===== src/rtl/mem_pkg.sv =====
// Shared constants and types for the block mover.
// ADDR_W/DATA_W size the 16K x 16 dual-port RAM; mode_t selects copy or fill;
// state_t is the control FSM encoding.
package mem_pkg;

  localparam int unsigned ADDR_W    = 14;
  localparam int unsigned DATA_W    = 16;
  localparam int unsigned MEM_WORDS = 16384;

  typedef enum logic {
    MODE_COPY = 1'b0,
    MODE_FILL = 1'b1
  } mode_t;

  typedef enum logic [1:0] {
    ST_IDLE,
    ST_RUN,
    ST_DRAIN,
    ST_FINISH
  } state_t;

endpackage


===== src/rtl/mem_block_mover.sv =====
// Block mover: copies a word range (src -> dst) or fills a range with a constant.
// Reads go out on RAM port A (1-cycle synchronous read), writes go out on port B.
// A running 16-bit checksum and a count of committed writes are kept.
//
// Ports:
//   clk, reset_n          clock, asynchronous active-low reset
//   start, mode           request pulse (sampled in idle), 0 = copy / 1 = fill
//   src_addr, dst_addr    first source / destination address (latched at start)
//   length, fill_value    word count and fill constant (latched at start)
//   abort                 stop a transfer in progress
//   busy, done, aborted   status; done/aborted are 1-cycle pulses
//   checksum, words_done  sum of written words (mod 2^16), count of writes
//   mem_a_*               RAM port A (read only; we/in tied low)
//   mem_b_*               RAM port B (write only; mem_b_out unused)
module mem_block_mover
  import mem_pkg::*;
(
  input  logic              clk,
  input  logic              reset_n,
  input  logic              start,
  input  logic              mode,
  input  logic [ADDR_W-1:0] src_addr,
  input  logic [ADDR_W-1:0] dst_addr,
  input  logic [ADDR_W-1:0] length,
  input  logic [DATA_W-1:0] fill_value,
  input  logic              abort,
  output logic              busy,
  output logic              done,
  output logic              aborted,
  output logic [DATA_W-1:0] checksum,
  output logic [ADDR_W-1:0] words_done,
  output logic [ADDR_W-1:0] mem_a_address,
  output logic              mem_a_we,
  output logic [DATA_W-1:0] mem_a_in,
  input  logic [DATA_W-1:0] mem_a_out,
  output logic [ADDR_W-1:0] mem_b_address,
  output logic              mem_b_we,
  output logic [DATA_W-1:0] mem_b_in,
  input  logic [DATA_W-1:0] mem_b_out
);

  state_t            state_q, state_d;
  mode_t             mode_q;
  logic [DATA_W-1:0] fill_q;
  logic [ADDR_W-1:0] rd_next_q;   // next source address to issue
  logic [ADDR_W-1:0] wr_addr_q;   // next destination address to write
  logic [ADDR_W-1:0] remain_q;    // reads still to issue after the current one
  logic              drain_q;
  logic              issue_v_q;   // port A address this cycle belongs to the transfer
  logic              data_v_q;    // mem_a_out this cycle belongs to the transfer
  logic              busy_q, done_q, aborted_q;
  logic [ADDR_W-1:0] a_addr_q, b_addr_q, words_q;
  logic              b_we_q;
  logic [DATA_W-1:0] b_data_q, sum_q;

  logic launch, run_issue, rd_issue, abort_fire;

  always_comb begin
    state_d    = state_q;
    launch     = 1'b0;
    run_issue  = 1'b0;
    abort_fire = abort & busy_q;
    unique case (state_q)
      ST_IDLE: begin
        // abort takes priority over a simultaneous start
        if (start && !abort) begin
          launch  = 1'b1;
          state_d = (length == '0) ? ST_FINISH : ST_RUN;
        end
      end
      ST_RUN: begin
        if (abort_fire)            state_d   = ST_IDLE;
        else if (remain_q != '0)   run_issue = 1'b1;
        else                       state_d   = ST_DRAIN;
      end
      ST_DRAIN: begin
        if (abort_fire)   state_d = ST_IDLE;
        else if (drain_q) state_d = ST_FINISH;
      end
      ST_FINISH: state_d = ST_IDLE;
      default:   state_d = ST_IDLE;
    endcase
    // the first read goes out on the start edge itself
    rd_issue = run_issue | (launch & (length != '0));
  end

  always_ff @(posedge clk or negedge reset_n) begin
    if (!reset_n) begin
      state_q   <= ST_IDLE;
      busy_q    <= 1'b0;
      done_q    <= 1'b0;
      aborted_q <= 1'b0;
      drain_q   <= 1'b0;
    end else begin
      state_q   <= state_d;
      busy_q    <= (state_d == ST_RUN) || (state_d == ST_DRAIN);
      done_q    <= (state_d == ST_FINISH);
      aborted_q <= abort_fire;
      drain_q   <= (state_q == ST_DRAIN) && (state_d == ST_DRAIN);
    end
  end

  always_ff @(posedge clk or negedge reset_n) begin
    if (!reset_n) begin
      mode_q    <= MODE_COPY;
      fill_q    <= '0;
      rd_next_q <= '0;
      wr_addr_q <= '0;
      remain_q  <= '0;
      issue_v_q <= 1'b0;
      data_v_q  <= 1'b0;
      a_addr_q  <= '0;
      b_addr_q  <= '0;
      b_we_q    <= 1'b0;
      b_data_q  <= '0;
      sum_q     <= '0;
      words_q   <= '0;
    end else begin
      // two-stage pipe: address out -> data back -> write out
      issue_v_q <= rd_issue;
      data_v_q  <= issue_v_q & ~abort_fire;
      b_we_q    <= data_v_q & ~abort_fire;
      if (data_v_q) begin
        b_addr_q  <= wr_addr_q;
        wr_addr_q <= wr_addr_q + ADDR_W'(1);
        b_data_q  <= (mode_q == MODE_FILL) ? fill_q : mem_a_out;
      end

      if (launch) begin
        mode_q    <= mode_t'(mode);
        fill_q    <= fill_value;
        rd_next_q <= src_addr + ADDR_W'(1);
        remain_q  <= length - ADDR_W'(1);
        wr_addr_q <= dst_addr;
        // fill leaves the read address where it was
        if (mode_t'(mode) == MODE_COPY) a_addr_q <= src_addr;
      end else if (run_issue) begin
        remain_q  <= remain_q - ADDR_W'(1);
        rd_next_q <= rd_next_q + ADDR_W'(1);
        if (mode_q == MODE_COPY) a_addr_q <= rd_next_q;
      end

      if (launch) begin
        sum_q   <= '0;
        words_q <= '0;
      end else if (b_we_q) begin
        sum_q   <= sum_q + b_data_q;
        words_q <= words_q + ADDR_W'(1);
      end
    end
  end

  assign busy          = busy_q;
  assign done          = done_q;
  assign aborted       = aborted_q;
  assign checksum      = sum_q;
  assign words_done    = words_q;
  assign mem_a_address = a_addr_q;
  assign mem_a_we      = 1'b0;
  assign mem_a_in      = '0;
  assign mem_b_address = b_addr_q;
  assign mem_b_we      = b_we_q;
  assign mem_b_in      = b_data_q;

  logic unused_b_out;
  assign unused_b_out = ^mem_b_out;

endmodule


===== config.mk =====
export PLATFORM = sky130hd
export DESIGN_NAME = mem_block_mover
export DESIGN_NICKNAME = d
export VERILOG_FILES = /design/src/rtl/mem_pkg.sv /design/src/rtl/mem_block_mover.sv
export SDC_FILE = /design/constraint.sdc
export NUM_CORES = 1
export LEC_CHECK = 0
export CELL_PAD_IN_SITES_DETAIL_PLACEMENT = 0
export CELL_PAD_IN_SITES_GLOBAL_PLACEMENT = 2
export CORE_UTILIZATION = 33
export DETAILED_ROUTE_END_ITERATION = 10
export HOLD_SLACK_MARGIN = 0.05
export PLACE_DENSITY = 0.92
export SYNTH_ARGS = -nofsm -noshare
export SYNTH_HDL_FRONTEND = slang
export SYNTH_SLANG_ARGS = --single-unit

===== constraint.sdc =====
create_clock -name clk -period 5.2 [get_ports clk]
set_clock_uncertainty 0.1 [all_clocks]
set_input_delay 0.78 -clock clk [delete_from_list [all_inputs] [get_ports clk]]
set_output_delay 0.78 -clock clk [all_outputs]
set_load 0.01 [all_outputs]

==> key figures, run 1 <==
Clock tree
  • Resize count post-CTS: 0
  • Worst-path clk slew: 70 ps
  • # hold bufs at CTS: 0
  • H-tree Lvls: 4
  • Clock sink count: 142
  • Clock Latency Late Sink: about 420 ps
  • Clk root buf: clkbuf_16
  • CTS tree: built
  • Setup Buffers After CTS: 0
  • Clock Path Buffers: 2
  • Cts bufs inserted: 17

Layout
  • Finished Core Util: 0.440
  • Layout Nets: 1,091
  • Area Overhead vs Synth: 30.7%
  • Number of antenna diodes: 0
  • Layout cells sized above 1: 0.0811
  • Fin cells: 1,306
  • Fillcell total: 2,275
  • Finished Cell Area: around 10,000 um^2

Routing
  • Total wire length: 19.8 mm
  • Wire per inst: roughly 15 um
  • DRT antenna net count: 0
  • DRC: 0
  • Drt first pass iters: 4
  • DR vias: roughly 6,300
  • Routed vias/inst: between 4 and 5
  • Initial DRC Count: 281

Synth
  • Post-Syn Area per Cell: around 9.6 um^2
  • Post-synth EDFFs: 0
  • Ys flop type: dfrtp_1
  • Post-synthesis register bit count: about 140
  • Yosys cell types: just under 60
  • YS warnings: 0
  • Post-synthesis sequential area ratio: 0.449
  • Post-synth ARST share: 1.00
  • Mapped cell area: a little under 8000 um^2
  • Post-Syn Instances: just over 800

Worst setup path
  • CP startpoint: abort
  • Kind of critical path: input port to flip-flop
  • Crit-path max FO: 26
  • Crit path largest cell delay: roughly 480 ps
  • CP Cell Sequence: clkdlybuf4s50_1 > nor4b_4 > buf_4 > nand2_1 > nand2_1 > ha_1 > inv_1 > nor4_4 > nor3b_2 > xnor2_1 > mux2i_1
  • Most used cell, CP: nand2_1
  • Slowest cell on the critical path: clkdlybuf4s50_1
  • Type of origin of the critical path: input port
  • Critical path required time: between 5000 and 6000 ps
  • Crit path DAT: 3440 ps
  • Crit end category: flip-flop
  • Crit Reg-Reg Startpoint: checksum[0]

Global routing
  • Initial antenna violation count: 1
  • Largest net degree at the start of global routing: 84
  • Number of global-route vias before repair: roughly 6,000
  • Total grt overflow: 0
  • Global Route met2 Usage: 0.275
  • GRT Max-Usage Layer: met2
  • First-pass GRT wire length: 32.3 mm
  • Total GRT Usage: 0.169
  • Met3 Use GR: 0.0335
  • Global routing usage on met1: 0.226

Power
  • Tot Pwr: 0.00625 W
  • Leak: about 4.4 nW
  • Register share of total power: 0.330
  • Internal power: approximately 0.0038 W
  • Clock Power Share: 0.209
  • Switching share of power: 0.391
  • Pwr Density: between 600 and 700 nW/um^2
  • Combinational share of power: 0.461
  • Sw power: ~0.0024 W
  • Maximum VDD drop: 215 uV

Place
  • Number of I/O port buffers: ~160
  • Placed insts: around 1,300
  • RePlAce Congestion: 0.803
  • Cell Area, Placed: between 9000 and 10,000 um^2
  • Post-DP HPWL: roughly 14 mm

Timing
  • Final setup vio count: 0
  • Count of final hold-check violations: 0
  • Least-Margin Pin Slew: 940 ps
  • Min Clock Period, post-route: between 3000 and 4000 ps
  • Fin crit share: 0.623
  • TNS Setup: 0 ps
  • Fmax: between 0.3 and 0.4 GHz
  • RSZ-0062 raised after global routing: false
  • Slew Limit Fails: 0
  • Slew HR: 0.373

Floorplanning
  • Die Wd: between 150 and 200 um
  • Die area: 24,600 um^2
  • # rows: 56
  • Core area: around 23,000 um^2
  • # IOs: between 150 and 200
  • Die height: ~160 um
  • Initial Util: 0.337

Hold path
  • Hold Path Class: input port to asynchronous set/reset pin

Status
  • Status: completed

Run
  • Max cap viols: 0
Yosys cell counts (2+ instances only):
library cell	number	area (um^2)
and3_1	13	81.3
nor3_1	14	70.1
inv_1	11	41.3
nor2b_1	4	25.0
nand2b_1	4	25.0
clkbuf_1	25	93.8
ha_1	21	263
nand2_1	143	537
o211ai_1	4	30.0
a21o_1	7	52.6
and4_1	2	17.5
mux2_2	24	270
a211o_1	3	26.3
xor2_1	39	342
nor4_1	6	37.5
nor3b_1	4	30.0
and2_1	4	25.0
nand3_1	22	110
a21oi_1	41	205
a31oi_1	6	37.5
buf_1	4	15.0
nor2_1	69	259
dfrtp_1	142	3550
o21ai_0	47	235
xnor2_1	29	254
buf_4	17	128
a211oi_1	10	75.1
mux2i_1	49	490
nand4_1	19	119
or3_1	8	50.1
nor4_4	2	42.5
buf_2	6	30.0
o31ai_1	2	15.0
o21bai_1	2	15.0
sequential cells by signal, summed over array words and instances (netlist names), 2 cells and up:
name and cells:
remain_q 14, mem_b_address 14, checksum 16, state_q 2, words_done 14, mem_b_in 16
wr_addr_q 14, mem_a_address 14, rd_next_q 14, fill_q 16
final cells by class:
type                            count  area, um^2  area share
Multi-Input combinational cell    637        4080       0.395
Clock inverter                     13         174      0.0168
Inverter                           11        41.3     0.00400
Sequential cell                   142        3550       0.344
Timing Repair Buffer              165        1630       0.158
Clock buffer                       19         453      0.0438
Tap cell                          319         399      0.0386
cell families (layout without fill, tap and decap cells):
kind of cell / Yosys count / in the layout / synth area share
AOI/OAI and AO/OA: 134 / 134 / 0.105
other: 1 / 17 / 0.000474
xor gates and xnor gates: 68 / 68 / 0.0753
muxes: 76 / 76 / 0.103
adders and majority gates: 22 / 22 / 0.0358
buffers and inverters: 65 / 208 / 0.0421
and+or+nand+nor: 320 / 320 / 0.190
DFF: 142 / 142 / 0.449
placed cells by master, fill, tap and decap left out, types with 5 or more instances in the layout:
cell	instances
inv_1	11
nor3_1	14
nand2_1	143
clkbuf_16	17
nor4_1	6
or3_1	8
nand4_1	19
conb_1	17
dfrtp_1	141
o21ai_0	47
a31oi_1	6
inv_6	5
mux2i_1	49
xnor2_1	29
a211oi_1	10
nand3_1	22
mux2_2	24
nor2_1	69
xor2_1	39
clkdlybuf4s50_1	155
ha_1	21
and3_1	13
a21o_1	7
buf_4	9
a21oi_1	41
final timing paths:
check | endpoint | slack [ps] | cells past startpoint
worst max-delay path | rd_next_q[12] | 1960 | 11
worst min-delay path | wr_addr_q[3] | 300 | 1
worst max register to register | checksum[14] | 2270 | 8
worst min register to register | data_v_q | 370 | 1
max in group asynchronous | fill_q[0] | 3730 | 2
min in group clk | data_v_q | 370 | 1
critical path: cells and delay by family:
kind | cells | cell delay [ps]
simple gates | 5 | 1240
xor+xnor | 1 | 130
buf+inv | 3 | 990
fa+ha+maj | 1 | 210
mux | 1 | 80
power by group through the flow:
stage / combinational (W) / sequential [W] / clock, W
2_1_floorplan: 0.00185 / 0.00205 / 0
3_3_place_gp: 0.00285 / 0.00207 / 0
3_5_place_dp: 0.00289 / 0.00207 / 0
4_1_cts: 0.00291 / 0.00206 / 0.00135
5_1_grt: 0.00322 / 0.00214 / 0.00140
6_report: 0.00288 / 0.00206 / 0.00131
metrics by stage:
stage	worst slack [ps]	hold slack, ps
2_1_floorplan	1480	328
3_3_place_gp	1470	334
3_5_place_dp	1470	343
4_1_cts	1940	334
5_1_grt	1750	364
6_report	1960	301
layer usage:
metal | up-vias | share of wire
met4 | 2 | 0.010
met1 | 3046 | 0.47
li1 | 3134 | -
met3 | 18 | 0.046
met5 | - | 0.00056
met2 | 136 | 0.47
Power figures use the tool's default switching activity.
==> inputs of run 2 (changes only) <==
CORE_UTILIZATION = 31   (was 33)
PLACE_DENSITY = 0.88   (was 0.92)
clock period = 3.3 ns   (was 5.2 ns; I/O delays follow)
==> run 2 against run 1 <==
Final cell count is 1.9% higher. Combinational power grew 59%. Power increased by 59%. Sequential share of layout area decreased by 0.53 points. Clock-buffer cell count fell by 1. Cell area grew 1.6%. Setup slack worse by 1600 ps. Highest routed layer is now met4. Clock power grew 62%. Die area up 6.4%.
==> key figures, run 2 (synthesis gave the netlist of run 1 again) <==
Status
  • Status: completed

Clock tree
  • Setup Buffers After CTS: 0
  • Clock Path Buffers: 2
  • Clock sink count: roughly 140
  • Worst-path clk slew: 70 ps
  • CTS tree: built
  • Clock Latency Late Sink: roughly 420 ps
  • Resize count post-CTS: 0
  • H-tree Lvls: 4
  • Clk root buf: clkbuf_16
  • Cts bufs inserted: 17

Routing
  • DR vias: between 6,000 and 7,000
  • Total wire length: slightly above 20 mm
  • Drt first pass iters: 5
  • Routed vias/inst: approximately 4.8
  • DRC: 0
  • Wire per inst: about 15 um
  • Initial DRC Count: between 300 and 400
  • DRT antenna net count: 0

Worst setup path
  • R2R cell count: 8
  • Kind of critical path: flip-flop to flip-flop
  • Crit-path max FO: 3
  • CP Cell Sequence: ha_1 > fa_1 > a211oi_1 > o211ai_1 > a31oi_1 > or3_1 > mux2_2 > a211o_1
  • CP startpoint: checksum[0]
  • Reg-to-reg slack, setup: around 340 ps
  • CP Depth: 8
  • Slowest cell on the critical path: fa_1
  • Crit path largest cell delay: 430 ps
  • Crit end category: flip-flop
  • R2R Path End: checksum[14]
  • Buf+Inv Stages, Crit Path: 0
  • Crit path capture: checksum[14]
  • Crit Reg-Reg Startpoint: checksum[0]
  • Type of origin of the critical path: flip-flop
  • Delay-heaviest family, CP: compound AO/OA/AOI/OAI gates
  • Critical path required time: 3500 ps
  • Crit path DAT: around 3200 ps

Power
  • Leak: 4.45 nW
  • Register share of total power: 0.327
  • Switching share of power: 0.386
  • Pwr Density: 950 nW/um^2
  • Internal power: just over 0.006 W
  • Maximum VDD drop: 351 uV
  • Combinational share of power: 0.460
  • Clock Power Share: 0.212
  • Sw power: approximately 0.0039 W

Global routing
  • Met3 Use GR: 0.0335
  • Global routing usage on met1: 0.216
  • Largest net degree at the start of global routing: 80
  • GRT Max-Usage Layer: met2
  • Initial antenna violation count: 1
  • Global Route met2 Usage: 0.271
  • Total grt overflow: 0
  • Total GRT Usage: 0.162
  • Number of global-route vias before repair: a little over 6,000
  • First-pass GRT wire length: 33.4 mm

Floorplanning
  • Die area: 26,200 um^2
  • Die Wd: around 160 um
  • # rows: 58
  • Core area: 25,100 um^2
  • Die height: approximately 160 um
  • Initial Util: 0.315
  • # IOs: 190

Layout
  • Area Overhead vs Synth: 32.7%
  • Layout Nets: ~1,100
  • Finished Core Util: 0.418
  • Most common cell after layout, fill and taps aside: clkdlybuf4s50_1
  • Finished Cell Area: between 10,000 and 15,000 um^2
  • Layout cells sized above 1: 0.0920
  • Highest-count cells in the layout ignoring fill and taps: clkdlybuf4s50_1, nand2_1, dfrtp_1, nor2_1, mux2i_1

Timing
  • Final setup vio count: 0
  • Hold Worst Slack: roughly 370 ps
  • Least-Margin Pin Slew: about 830 ps
  • Min Clock Period, post-route: between 2000 and 3000 ps
  • Slew Limit Fails: 0
  • Worst setup margin: approximately 340 ps
  • RSZ-0062 raised after global routing: false
  • Fin crit share: 0.898
  • Slew HR: 0.445
  • Count of final hold-check violations: 0
  • Fmax: about 0.34 GHz

Place
  • Cell Area, Placed: between 9000 and 10,000 um^2
  • RePlAce Congestion: between 0.8 and 0.9
  • Post-DP HPWL: 14.7 mm
  • Post-place setup slack: -31.1 ps
  • Number of I/O port buffers: approximately 160

Hold path
  • Hold Path Class: flip-flop to flip-flop

Run
  • Max cap viols: 0
run 2: worst min-delay path, stage by stage (launching register included):
cell     delay [ps]
dfrtp_1         340
nand2_1          50
nand2_1          50
run 2: layout make-up:
class | count | area, um^2
clock inverter | 14 | 206
clock buffer | 18 | 439
fill | 2541 | 14600
sequential | 142 | 3550
antenna | 1 | 2.50
tap | 330 | 413
multi-input combinational | 637 | 4080
inverter | 11 | 41.3
timing repair buffer | 178 | 1760
run 2: per-stage QoR:
stage	cells	power, W	setup TNS (ps)
3_3_place_gp	1297	0.00784	0
5_1_grt	1330	0.0108	0
6_report	1331	0.00997	0
4_1_cts	1330	0.0101	0
3_5_place_dp	1297	0.00793	-51.9
2_1_floorplan	844	0.00615	0
run 2: power by group through the flow:
| stage | clock network [W] | registers, W | logic [W] |
|---|---|---|---|
| floorplan | 0 | 0.00323 | 0.00292 |
| global placement | 0 | 0.00328 | 0.00456 |
| detailed placement | 0 | 0.00330 | 0.00463 |
| CTS | 0.00217 | 0.00328 | 0.00465 |
| global route | 0.00225 | 0.00339 | 0.00514 |
| finish | 0.00212 | 0.00326 | 0.00459 |
run 2: worst min-delay path by stage:
stage                          from        end  cells past startpoint
after floorplan             reset_n    aborted                      0
after global placement    issue_v_q   data_v_q                      1
after detailed placement  issue_v_q   data_v_q                      1
after CTS                 fill_q[7]  fill_q[7]                      2
after global routing      fill_q[8]  fill_q[8]                      2
final                     fill_q[7]  fill_q[7]                      2
run 2: what timing repair did:
| item | 4_1_cts | 5_1_grt |
|---|---|---|
| hold buffers | 1 | 0 |
| setup endpoints to repair | 0 | 0 |
| hold endpoints to repair | 68 | 0 |
run 2: layer usage:
layer / up-vias / share of wire
met1: 3064 / 0.47
met2: 111 / 0.49
met4: 0 / 0.0052
met3: 8 / 0.034
met5: - / 0
li1: 3170 / -
